==> config.mk <==
export PLATFORM = sky130hd
export DESIGN_NAME = pipe_type_scanner
export DESIGN_NICKNAME = d
export VERILOG_FILES = /design/src/rtl/pipe_dbg_pkg.sv /design/src/rtl/instr_type_decode.sv /design/src/rtl/pipe_type_scanner.sv
export SDC_FILE = /design/constraint.sdc
export NUM_CORES = 1
export LEC_CHECK = 0
export ABC_AREA = 1
export BUFFER_PORTS_ARGS = -buffer_cell sky130_fd_sc_hd__buf_2
export CORE_ASPECT_RATIO = 1.4
export CORE_MARGIN = 5
export CORE_UTILIZATION = 38
export DETAILED_ROUTE_END_ITERATION = 10
export GPL_TIMING_DRIVEN = 0
export SETUP_SLACK_MARGIN = 0.3
export SYNTH_ARGS = -nofsm -noshare
export SYNTH_HDL_FRONTEND = slang
export SYNTH_SLANG_ARGS = --single-unit
==> constraint.sdc <==
create_clock -name clk -period 2.2 [get_ports clk]
set_input_delay 0.44 -clock clk [delete_from_list [all_inputs] [get_ports clk]]
set_output_delay 0.44 -clock clk [all_outputs]
set_load 0.005 [all_outputs]
==> src/rtl/pipe_dbg_pkg.sv <==
// Shared definitions for the pipeline type scanner: opcodes, ASCII codes,
// scanner state type and the default stage count.
package pipe_dbg_pkg;

  localparam int NUM_STAGES_DEF = 5;

  // RV32 major opcodes recognised by the type decoder
  localparam logic [6:0] OP_R    = 7'b0110011;
  localparam logic [6:0] OP_I    = 7'b0010011;
  localparam logic [6:0] OP_LOAD = 7'b0000011;
  localparam logic [6:0] OP_S    = 7'b0100011;
  localparam logic [6:0] OP_B    = 7'b1100011;
  localparam logic [6:0] OP_JAL  = 7'b1101111;
  localparam logic [6:0] OP_JALR = 7'b1100111;
  localparam logic [6:0] OP_LUI  = 7'b0110111;

  // ASCII characters used in the frame
  localparam logic [7:0] ASC_SP = 8'h20;
  localparam logic [7:0] ASC_CR = 8'h0D;
  localparam logic [7:0] ASC_R  = 8'h52;
  localparam logic [7:0] ASC_I  = 8'h49;
  localparam logic [7:0] ASC_L  = 8'h4C;
  localparam logic [7:0] ASC_S  = 8'h53;
  localparam logic [7:0] ASC_B  = 8'h42;
  localparam logic [7:0] ASC_J  = 8'h4A;
  localparam logic [7:0] ASC_U  = 8'h55;
  localparam logic [7:0] ASC_X  = 8'h58;

  typedef enum logic [1:0] {
    ST_IDLE     = 2'd0,
    ST_EMIT_HI  = 2'd1,
    ST_EMIT_LO  = 2'd2,
    ST_EMIT_EOL = 2'd3
  } scan_state_e;

endpackage

==> src/rtl/instr_type_decode.sv <==
// Combinational opcode -> two-character instruction type code {hi, lo}.
module instr_type_decode
  import pipe_dbg_pkg::*;
(
  input  logic [6:0]  i_opcode,
  output logic [15:0] o_code
);

  // Map each known opcode to its ASCII tag; anything else is " X"
  always_comb begin
    o_code = {ASC_SP, ASC_X};
    case (i_opcode)
      OP_R:    o_code = {ASC_SP, ASC_R};
      OP_I:    o_code = {ASC_SP, ASC_I};
      OP_LOAD: o_code = {ASC_I,  ASC_L};
      OP_S:    o_code = {ASC_SP, ASC_S};
      OP_B:    o_code = {ASC_SP, ASC_B};
      OP_JAL:  o_code = {ASC_SP, ASC_J};
      OP_JALR: o_code = {ASC_I,  ASC_J};
      OP_LUI:  o_code = {ASC_SP, ASC_U};
      default: o_code = {ASC_SP, ASC_X};
    endcase
  end

endmodule

==> src/rtl/pipe_type_scanner.sv <==
// Pipeline type scanner: snapshots the opcode of every pipeline stage on
// start and streams a frame of two ASCII characters per stage followed by
// a CR terminator over a valid/ready character interface.
module pipe_type_scanner
  import pipe_dbg_pkg::*;
#(
  parameter int NUM_STAGES = NUM_STAGES_DEF
) (
  input  logic                        clk,
  input  logic                        rst_n,
  input  logic                        start,
  input  logic                        abort,
  input  logic [NUM_STAGES-1:0][6:0]  stage_op,
  input  logic                        char_ready,
  output logic                        char_valid,
  output logic [7:0]                  char_data,
  output logic                        char_last,
  output logic                        busy
);

  localparam int IDX_W = (NUM_STAGES > 1) ? $clog2(NUM_STAGES) : 1;
  localparam logic [IDX_W-1:0] LAST_IDX = IDX_W'(NUM_STAGES - 1);

  scan_state_e                r_state;
  scan_state_e                w_state_nxt;
  logic [IDX_W-1:0]           r_stage_idx;
  logic [IDX_W-1:0]           w_idx_nxt;
  logic [NUM_STAGES-1:0][6:0] r_snap;
  logic [6:0]                 w_dec_op;
  logic [15:0]                w_code;
  logic                       r_char_valid;
  logic [7:0]                 r_char_data;
  logic                       r_char_last;
  logic                       r_busy;

  // Next-state and next-stage selection; abort overrides everything
  always_comb begin
    w_state_nxt = r_state;
    w_idx_nxt   = r_stage_idx;
    case (r_state)
      ST_IDLE: begin
        if (start) begin
          w_state_nxt = ST_EMIT_HI;
          w_idx_nxt   = '0;
        end
      end
      ST_EMIT_HI: begin
        if (char_ready) w_state_nxt = ST_EMIT_LO;
      end
      ST_EMIT_LO: begin
        if (char_ready) begin
          if (r_stage_idx < LAST_IDX) begin
            w_state_nxt = ST_EMIT_HI;
            w_idx_nxt   = r_stage_idx + 1'b1;
          end else begin
            w_state_nxt = ST_EMIT_EOL;
          end
        end
      end
      ST_EMIT_EOL: begin
        if (char_ready) w_state_nxt = ST_IDLE;
      end
      default: w_state_nxt = ST_IDLE;
    endcase
    if (abort) begin
      w_state_nxt = ST_IDLE;
      w_idx_nxt   = '0;
    end
  end

  // The single decoder looks at the stage whose characters are loaded next.
  // Leaving IDLE the snapshot is not yet written, so stage 0 comes from the
  // live input (the same value being captured into the snapshot).
  assign w_dec_op = (r_state == ST_IDLE) ? stage_op[0] : r_snap[w_idx_nxt];

  instr_type_decode u_decode (
    .i_opcode (w_dec_op),
    .o_code   (w_code)
  );

  // FSM state, stage counter and opcode snapshot
  always_ff @(posedge clk or negedge rst_n) begin
    if (!rst_n) begin
      r_state     <= ST_IDLE;
      r_stage_idx <= '0;
      r_snap      <= '0;
    end else begin
      r_state     <= w_state_nxt;
      r_stage_idx <= w_idx_nxt;
      if (r_state == ST_IDLE && start && !abort) r_snap <= stage_op;
    end
  end

  // Output registers loaded from the state being entered, so they only
  // change on an accepted handshake and hold steady through stalls
  always_ff @(posedge clk or negedge rst_n) begin
    if (!rst_n) begin
      r_char_valid <= 1'b0;
      r_char_data  <= 8'h00;
      r_char_last  <= 1'b0;
      r_busy       <= 1'b0;
    end else begin
      r_busy <= (w_state_nxt != ST_IDLE);
      case (w_state_nxt)
        ST_EMIT_HI: begin
          r_char_valid <= 1'b1;
          r_char_data  <= w_code[15:8];
          r_char_last  <= 1'b0;
        end
        ST_EMIT_LO: begin
          r_char_valid <= 1'b1;
          r_char_data  <= w_code[7:0];
          r_char_last  <= 1'b0;
        end
        ST_EMIT_EOL: begin
          r_char_valid <= 1'b1;
          r_char_data  <= ASC_CR;
          r_char_last  <= 1'b1;
        end
        default: begin
          r_char_valid <= 1'b0;
          r_char_data  <= 8'h00;
          r_char_last  <= 1'b0;
        end
      endcase
    end
  end

  assign char_valid = r_char_valid;
  assign char_data  = r_char_data;
  assign char_last  = r_char_last;
  assign busy       = r_busy;

endmodule

==> results of run 1 <==
cells in the mapped netlist, types with 2 or more instances:
cell,number
nand3_2,2
dfrtp_1,49
nand2_2,8
buf_4,2
a21oi_4,2
nor2_1,46
inv_1,45
nor2_4,3
o21ai_0,8
clkbuf_1,6
nor2_2,2
nand2_4,3
inv_2,2
mux2_2,14
nand3_4,2
nand4_1,9
a21oi_1,21
nand2_1,69
nor3_1,2
o21ai_1,2
nand3_1,22
cells by family after synthesis:
| kind of cell | share of synthesized area |
|---|---|
| other | 0.001408 |
| muxes | 0.05921 |
| DFF | 0.4605 |
| adders and majority gates | 0.004698 |
| and+or+nand+nor | 0.3083 |
| buffers and inverters | 0.08646 |
| AOI/OAI and AO/OA | 0.07942 |
sequential cells by signal (all words and copies together) (netlist names):
signal,count
busy,1
char_data,7
char_last,1
r_snap,35
r_stage_idx,3
r_state,2
layout make-up:
cell class	count	area (sq um)
Buffer	10	61.31
Clock buffer	7	86.33
Clock inverter	1	30.03
Fill cell	690	3425
Inverter	47	176.4
Multi-Input combinational cell	222	1389
Sequential cell	49	1229
Tap cell	95	118.9
Timing Repair Buffer	65	376.6
what timing repair did:
item | 4_1_cts | 5_1_grt
pin swaps | 23 | 36
gates resized for setup | 25 | 38
buffers inserted | 11 | 4
endpoints found under the setup margin | 28 | 29
cloned | 1 | 0
how the worst max path moves through the flow:
stage | depth (start not counted) | to | slack, ns | start
finish | 15 | char_data[3] | 0.03 | r_state[0]
floorplan | 19 | char_data[4] | 0.21 | r_stage_idx[0]
global route | 17 | char_data[4] | -0.15 | r_state[1]
global placement | 20 | char_data[4] | -0.16 | char_ready
CTS | 17 | char_data[0] | 0.03 | r_state[1]
detailed placement | 20 | char_data[4] | -0.21 | char_ready
critical path: stages (launching register included):
cell and delay [ns]:
dfrtp_2 0.46, nor2_4 0.19, buf_6 0.13, nand3_4 0.09, a21oi_4 0.25, buf_6 0.15, nand3_2 0.07, nand3_2 0.08
nand2_1 0.07, o21ai_2 0.08, nand2_1 0.12, nor2_4 0.11, nand2_2 0.06, nand2_2 0.10, nand2_2 0.07, nand3b_1 0.08
power by group:
group          internal (uW)  switching, uW  total [uW]
clock                    371            298         669
combinational            256            362         619
sequential              1050           58.4        1110
total                   1680            719        2390
per-stage QoR:
| step | utilization | power, uW |
|---|---|---|
| 6_report | 0.5031 | 2395 |
| 3_5_place_dp | 0.4428 | 1663 |
| 4_1_cts | 0.4828 | 2376 |
| 3_3_place_gp | 0.4428 | 1645 |
| 5_1_grt | 0.5031 | 2544 |
| 2_1_floorplan | - | 1492 |
layer usage:
layer | global-route usage | wire, um
met3 | 0.02975 | 293
met1 | 0.1755 | 2490
met4 | 0.06884 | 178
met5 | 0 | 0
met2 | 0.2743 | 3434
==> summary.txt, run 1 <==
STA
  • Fin crit period: 2.174 ns
  • Tcrit/Tclk final: 0.9880
  • Max Transition Viols Final: 0
  • Slew at the pin closest to its max-slew limit: between 1 and 1.5 ns
  • Final Skew: a little under 0.01 ns
  • F_max: 460.1 MHz
  • Relative slew slack: 0.2610
  • PnR worst setup slack: approximately 0.026 ns
  • Setup TNS: 0 ns
  • RSZ-0062 raised after global routing: yes
  • Final Setup Violations: 0
  • Final hold slack: 0.3257 ns
  • Final Hold Fails: 0

Critical path
  • Worst Path Arrival: 2.42 ns
  • Startpoint Class: register
  • Capturing point of the worst reg2reg path: char_data[3]
  • RR Startpoint: r_state[0]
  • Critical path capture point type: register
  • Critical Path Fanout Max: 5
  • Crit Path Category: register to register
  • Required time worst endpoint: 2.45 ns
  • Cells on worst reg2reg path: 15
  • FF-to-FF setup slack: around 0.026 ns

Final layout
  • Area Overhead vs Synth: 30.22%
  • Commonest non-fill, non-tap cell in the layout: buf_2
  • Final Non-Filler Cells: a little under 500
  • Fraction of layout cells with a size suffix above 1: 0.4140
  • Antenna diodes: 0
  • Final net count: ~440
  • Most frequent cells in the layout: buf_2 (52), nand2_1 (51), dfrtp_1 (47)
  • Post-route cell area: about 0.0035 sq mm

Synthesis
  • Syn. warnings: 0
  • Synth Register Bits: slightly below 50
  • Area share of the largest cell type after synthesis: 0.4605
  • Ys async rst share: 1.000
  • Synth area leader: dfrtp_1
  • EDFF count, synth: 0
  • Yosys cell types: 30
  • Mapped cell area: 0.002663 sq mm
  • Synthesized Nets: 369
  • Synth Flop Type: dfrtp_1
  • Top cells by area, synth: dfrtp_1 (46%), nand2_1 (9.7%), nor2_1 (6.5%)
  • Syn Inst Count: ~330
  • Register area share after synthesis: 0.4605
  • Syn Area/Cell: just over 8 sq um

Routing
  • Vias after detailed routing: 2,318
  • Drt pass-1 iters: 4
  • Routed Antenna Nets: 0
  • DRC errors left: 0
  • DR vias/cell: roughly 4.7
  • Initial DRC count: 64
  • Drt total wl: 6396 um
  • WL/cell: 12.90 um

Floorplanning
  • Core ar.: around 0.0069 sq mm
  • Initial Utilization: 0.3863
  • Die area: 0.008804 sq mm
  • Die W: 80.75 um
  • DIE HEIGHT: 109.0 um
  • Rows: 36
  • I/O pins: 51

Clocking
  • Clock Tree Root: clkbuf_8
  • Clk sinks: 49
  • Post-CTS Hold Buffers: 0
  • H-tree lvl count: 2
  • Clk Latency, worst-skew pair: ~0.31 ns
  • Clk buf depth: 2
  • TritonCTS clock tree: done
  • CTS buffer count: 5
  • Reg clk slew, reported paths: 0.09 ns

Place
  • Detail Placement HPWL: 4746 um
  • # port buffers: 49
  • Placed Area: 0.003052 sq mm
  • Inst Count DP: 472
  • Pre-CTS WS: -0.2115 ns
  • Routability-driven placement congestion ratio: 0.8865

Status
  • Status: completed

Power and ir drop
  • LEAKAGE: around 0.0018 uW
  • Power Density: a little under 700 mW/mm^2
  • Peak VDD IR: 0.4370 mV

Global routing
  • Overflow after GRT: 0
  • Largest net degree at the start of global routing: 50
  • Vias in the first global route: 2,309
  • Initial antenna violation count: 0
  • First-pass GRT wire length: about 10,000 um
  • Global-route usage over all layers: 0.1538

Job
  • Number of max-cap violations: 0

Hold path
  • Hold Path Class: input pin to asynchronous set/reset pin
Power figures use the tool's default switching activity.
==> inputs of run 2 (changes only) <==
--- a/config.mk
+++ b/config.mk
@@ -7,7 +7,7 @@
 export LEC_CHECK = 0
 export ABC_AREA = 1
 export BUFFER_PORTS_ARGS = -buffer_cell sky130_fd_sc_hd__buf_2
-export CORE_ASPECT_RATIO = 1.4
+export CORE_ASPECT_RATIO = 0.5
 export CORE_MARGIN = 5
 export CORE_UTILIZATION = 38
 export DETAILED_ROUTE_END_ITERATION = 10
==> summary.txt, run 2 (synthesis results as in run 1) <==
STA
  • Max Transition Viols Final: 0
  • Final Skew: 0.003768 ns
  • Relative slew slack: 0.2751
  • Final Setup Violations: 6
  • Final Hold Fails: 0
  • Setup TNS: -0.2949 ns
  • RSZ-0062 raised after global routing: yes
  • Slew at the pin closest to its max-slew limit: 1.087 ns
  • Fin crit period: 2.289 ns
  • Final hold slack: 0.3555 ns
  • F_max: 436.9 MHz
  • PnR worst setup slack: -0.08893 ns
  • Tcrit/Tclk final: 1.040

Job
  • Number of max-cap violations: 0

Critical path
  • Startpoint Class: register
  • Worst Path Arrival: 2.53 ns
  • Max incr delay on CP: 0.38 ns
  • Crit Path Category: register to register
  • FF-to-FF setup slack: -0.09 ns
  • Required time worst endpoint: 2.44 ns
  • Critical Path Fanout Max: 4
  • Critical path capture point type: register
  • Worst path slowest cell: dfrtp_1
  • Crit path cell chain: ha_1 > inv_1 > nand3_2 > nand3_4 > a21oi_4 > buf_12 > buf_6 > nand3_2 > nand3_2 > a21oi_2 > nand2_2 > nor2_2 > nand2_2 > nand2_1 > inv_1 > o21ai_1 > nand2_1 > inv_1

Floorplanning
  • Core ar.: 0.006753 sq mm
  • Rows: 21
  • DIE HEIGHT: 69.19 um
  • Die W: roughly 130 um
  • Initial Utilization: 0.3943
  • Die area: 0.008883 sq mm
  • I/O pins: 51

Place
  • Inst Count DP: 469
  • # port buffers: 49
  • Routability-driven placement congestion ratio: 0.8339
  • Placed Area: 0.003048 sq mm
  • Detail Placement HPWL: 4839 um

Global routing
  • Global-route usage over all layers: 0.1607
  • First-pass GRT wire length: 11,390 um
  • Overflow after GRT: 0
  • Largest net degree at the start of global routing: 50
  • Vias in the first global route: 2,322
  • Initial antenna violation count: 0

Clocking
  • Clk buf depth: 2
  • H-tree lvl count: 2
  • CTS buffer count: 5
  • Reg clk slew, reported paths: 0.06 ns
  • Clk Latency, worst-skew pair: 0.29 ns
  • Clock Tree Root: clkbuf_16
  • TritonCTS clock tree: done
  • Clk sinks: 49

Status
  • Status: finished with violations
  • Failing checks: negative setup slack

Final layout
  • Biggest register: r_snap
  • Max FFs per register: 35
  • Final net count: 442
  • Area Overhead vs Synth: 30.54%
  • Post-layout util: 0.5147
  • Commonest non-fill, non-tap cell in the layout: nand2_1
  • Most frequent cells in the layout: nand2_1 (58), buf_2 (53), dfrtp_1 (48)
  • Fraction of layout cells with a size suffix above 1: 0.3781
  • Antenna diodes: 0
  • Final Non-Filler Cells: approximately 490
  • Post-route cell area: about 0.0035 sq mm

Routing
  • Vias after detailed routing: approximately 2.4k
  • Initial DRC count: 154
  • Routed Antenna Nets: 0
  • Drt pass-1 iters: 4
  • DR vias/cell: 4.828
  • DRC errors left: 0
  • WL/cell: 13.76 um
  • Drt total wl: 6796 um

Power and ir drop
  • Power Density: 711.0 mW/mm^2
  • Peak VDD IR: 0.2874 mV
  • LEAKAGE: 0.001810 uW

Hold path
  • Hold Path Class: input pin to asynchronous set/reset pin
run 2: where the power goes:
| group | internal, uW | total (uW) | switching, uW | leakage (uW) |
|---|---|---|---|---|
| Clock | 423 | 757 | 334 | 0.0000641 |
| Combinational | 254 | 604 | 351 | 0.00116 |
| Sequential | 1050 | 1110 | 59.8 | 0.000585 |
| Total | 1730 | 2470 | 744 | 0.00181 |
run 2: what timing repair did:
| action | in CTS | in global routing |
|---|---|---|
| setup buffers | 14 | 3 |
| hold buffers | 0 | 0 |
| gates resized for setup | 34 | 15 |
| pin swaps | 28 | 18 |
| setup endpoints to repair | 28 | 30 |
run 2: final timing paths:
check                               end           start  depth (start not counted)
setup / recovery           char_data[4]  r_stage_idx[1]                         18
hold / removal               r_snap[13]           rst_n                          1
setup reg to reg           char_data[4]  r_stage_idx[1]                         18
hold reg to reg               r_snap[0]       r_snap[0]                          2
max in group asynchronous    r_state[0]           rst_n                          1
min in group clk             r_snap[26]    stage_op[26]                          2
run 2: through the flow:
stage,total power (uW),setup slack [ns]
global route,2626,-0.2419
finish,2471,-0.08893
CTS,2465,-0.01159
floorplan,1492,0.2146
detailed placement,1657,-0.1879
global placement,1634,-0.1394
run 2: critical path: cells and delay by family, from the launching register on:
family          cells  cell delay (ns)
simple gates        9             0.81
buf+inv             5             0.39
flops               1             0.38
compound gates      3             0.35
fa+ha+maj           1             0.29
run 2: routing by layer:
metal,global-route usage,share of wire
met1,0.2254,0.49
met2,0.2450,0.44
met3,0.04077,0.054
met4,0.04588,0.015
met5,0,0
run 2: final cells by class:
| cell class | instances | area, sq um |
|---|---|---|
| Tap cell | 92 | 115.1 |
| Sequential cell | 49 | 1227 |
| Buffer | 10 | 70.07 |
| Multi-Input combinational cell | 222 | 1330 |
| Clock buffer | 7 | 132.6 |
| Inverter | 47 | 176.4 |
| Fill cell | 660 | 3277 |
| Timing Repair Buffer | 66 | 416.7 |
| Clock inverter | 1 | 7.507 |
==> inputs of run 3 (changes only) <==
--- a/config.mk
+++ b/config.mk
@@ -13,6 +13,7 @@
 export DETAILED_ROUTE_END_ITERATION = 10
 export GPL_TIMING_DRIVEN = 0
 export SETUP_SLACK_MARGIN = 0.3
+export SKIP_LAST_GASP = 1
 export SYNTH_ARGS = -nofsm -noshare
 export SYNTH_HDL_FRONTEND = slang
 export SYNTH_SLANG_ARGS = --single-unit
==> summary.txt, run 3 (synthesis results as in run 1) <==
Status
  • Status: finished with violations
  • Failing checks: negative setup slack

Critical path
  • Crit path cell chain: ha_1 > inv_1 > nand3_2 > nand3_4 > a21oi_4 > buf_6 > buf_6 > nand3_2 > nand3_2 > a21oi_2 > nand2_2 > nor2_2 > nand2_2 > nand2_1 > inv_1 > o21ai_1 > nand2_1 > inv_1
  • Startpoint Class: register
  • Capturing point of the worst reg2reg path: char_data[4]
  • Critical path buffer and inverter count: 5
  • Required time worst endpoint: between 2 and 2.5 ns
  • Critical path capture point type: register
  • Crit path max-delay family: simple AND/OR/NAND/NOR gates
  • Cells on worst reg2reg path: 18
  • FF-to-FF setup slack: -0.06 ns
  • Worst path slowest cell: dfrtp_1
  • Critical Path Fanout Max: 5
  • Max incr delay on CP: ~0.38 ns
  • Crit Path Category: register to register
  • Worst Path Arrival: 2.49 ns
  • RR Startpoint: r_stage_idx[1]

Clocking
  • H-tree lvl count: 2
  • Clk sinks: 49
  • CTS buffer count: 5
  • TritonCTS clock tree: done
  • Clk buf depth: 2
  • Clock Tree Root: clkbuf_16
  • Reg clk slew, reported paths: 0.06 ns
  • Clk Latency, worst-skew pair: just under 0.3 ns

Routing
  • Routed Antenna Nets: 0
  • DR vias/cell: around 4.8
  • Drt total wl: between 6000 and 7000 um
  • Drt pass-1 iters: 4
  • Vias after detailed routing: approximately 2.4k
  • Initial DRC count: 159
  • DRC errors left: 0
  • WL/cell: roughly 14 um

STA
  • Final Skew: 0.002378 ns
  • Tcrit/Tclk final: 1.025
  • Fin crit period: 2.255 ns
  • PnR worst setup slack: -0.05545 ns
  • F_max: approximately 440 MHz
  • Slew at the pin closest to its max-slew limit: 1.101 ns
  • Final hold slack: 0.3595 ns
  • Relative slew slack: 0.2657
  • RSZ-0062 raised after global routing: yes
  • Final Hold Fails: 0
  • Final Setup Violations: 6
  • Max Transition Viols Final: 0

Power and ir drop
  • Peak VDD IR: around 0.29 mV
  • Total power: 2478 uW
  • Power Density: around 710 mW/mm^2
  • LEAKAGE: around 0.0018 uW

Final layout
  • Final Non-Filler Cells: 495
  • Biggest register: r_snap
  • Most frequent cells in the layout: nand2_1 (56), buf_2 (52), dfrtp_1 (48)
  • Final net count: 443
  • Area Overhead vs Synth: 30.54%
  • Antenna diodes: 0
  • Fraction of layout cells with a size suffix above 1: 0.3846
  • Post-route cell area: around 0.0035 sq mm
  • Commonest non-fill, non-tap cell in the layout: nand2_1
  • Max FFs per register: 35

Global routing
  • Vias in the first global route: 2,312
  • Largest net degree at the start of global routing: 50
  • Global-route usage over all layers: 0.1603
  • Initial antenna violation count: 0
  • Overflow after GRT: 0
  • First-pass GRT wire length: 11,360 um

Place
  • Detail Placement HPWL: ~4800 um
  • Pre-CTS WS: -0.1879 ns
  • Placed Area: 0.003048 sq mm
  • Inst Count DP: 469
  • Routability-driven placement congestion ratio: 0.8339
  • # port buffers: 49

Floorplanning
  • Die area: 0.008883 sq mm
  • I/O pins: 51
  • DIE HEIGHT: between 60 and 70 um
  • Initial Utilization: 0.3943
  • Die W: 128.4 um
  • Rows: 21
  • Core ar.: 0.006753 sq mm

Hold path
  • Hold Path Class: input pin to asynchronous set/reset pin

Job
  • Number of max-cap violations: 0
## run 3: changes by cell type in the layout (fill, tap and decap cells not counted)
cell / change
buf_6: +2
nand2_2: +3
nand3_2: -1
nor2_1: -1
buf_2: -1
nand3_1: +1
nor2_2: +1
nand2_4: -1
buf_12: -1
clkbuf_2: +1
nand2_1: -2
## run 3: cell type report
class	instances	area, sq um
fill	654	3277
clock inverter	1	7.507
multi-input combinational	222	1328
inverter	47	176.4
clock buffer	7	132.6
sequential	49	1227
tap	92	115.1
buffer	10	70.07
timing repair buffer	67	419.2
## run 3: worst max path at each step
stage / startpoint / endpoint / slack (ns) / cells past startpoint
6_report: r_stage_idx[1] / char_data[4] / -0.06 / 18
4_1_cts: r_stage_idx[0] / char_data[0] / -0.01 / 17
2_1_floorplan: r_stage_idx[0] / char_data[4] / 0.21 / 19
3_3_place_gp: char_ready / char_data[4] / -0.14 / 20
5_1_grt: r_stage_idx[1] / char_data[4] / -0.25 / 20
3_5_place_dp: char_ready / char_data[4] / -0.19 / 18
## run 3: repair_timing
item	in CTS	in global routing
hold buffers	0	0
setup endpoints to repair	28	30
pin swaps	26	17
gates resized for setup	33	18
setup buffers	14	4
## run 3: metal layers
| metal | vias up | part of all wire | global-route usage |
|---|---|---|---|
| li1 | 1186 | - | - |
| met4 | 0 | 0.012 | 0.04588 |
| met5 | - | 0 | 0 |
| met2 | 58 | 0.45 | 0.2438 |
| met1 | 1134 | 0.47 | 0.2254 |
| met3 | 7 | 0.061 | 0.04077 |
## run 3: report_power, final
| part | switching [uW] | internal, uW | total (uW) |
|---|---|---|---|
| sequential | 59.4 | 1050 | 1110 |
| combinational | 353 | 255 | 608 |
| clock | 337 | 423 | 760 |
| total | 750 | 1730 | 2480 |
## run 3: through the flow
| stage | util | TNS (ns) |
|---|---|---|
| CTS | 0.5047 | -0.01159 |
| floorplan | - | 0 |
| detailed placement | 0.4514 | -1.051 |
| global placement | 0.4514 | -0.5286 |
| global route | 0.5147 | -1.209 |
| finish | 0.5147 | -0.2592 |
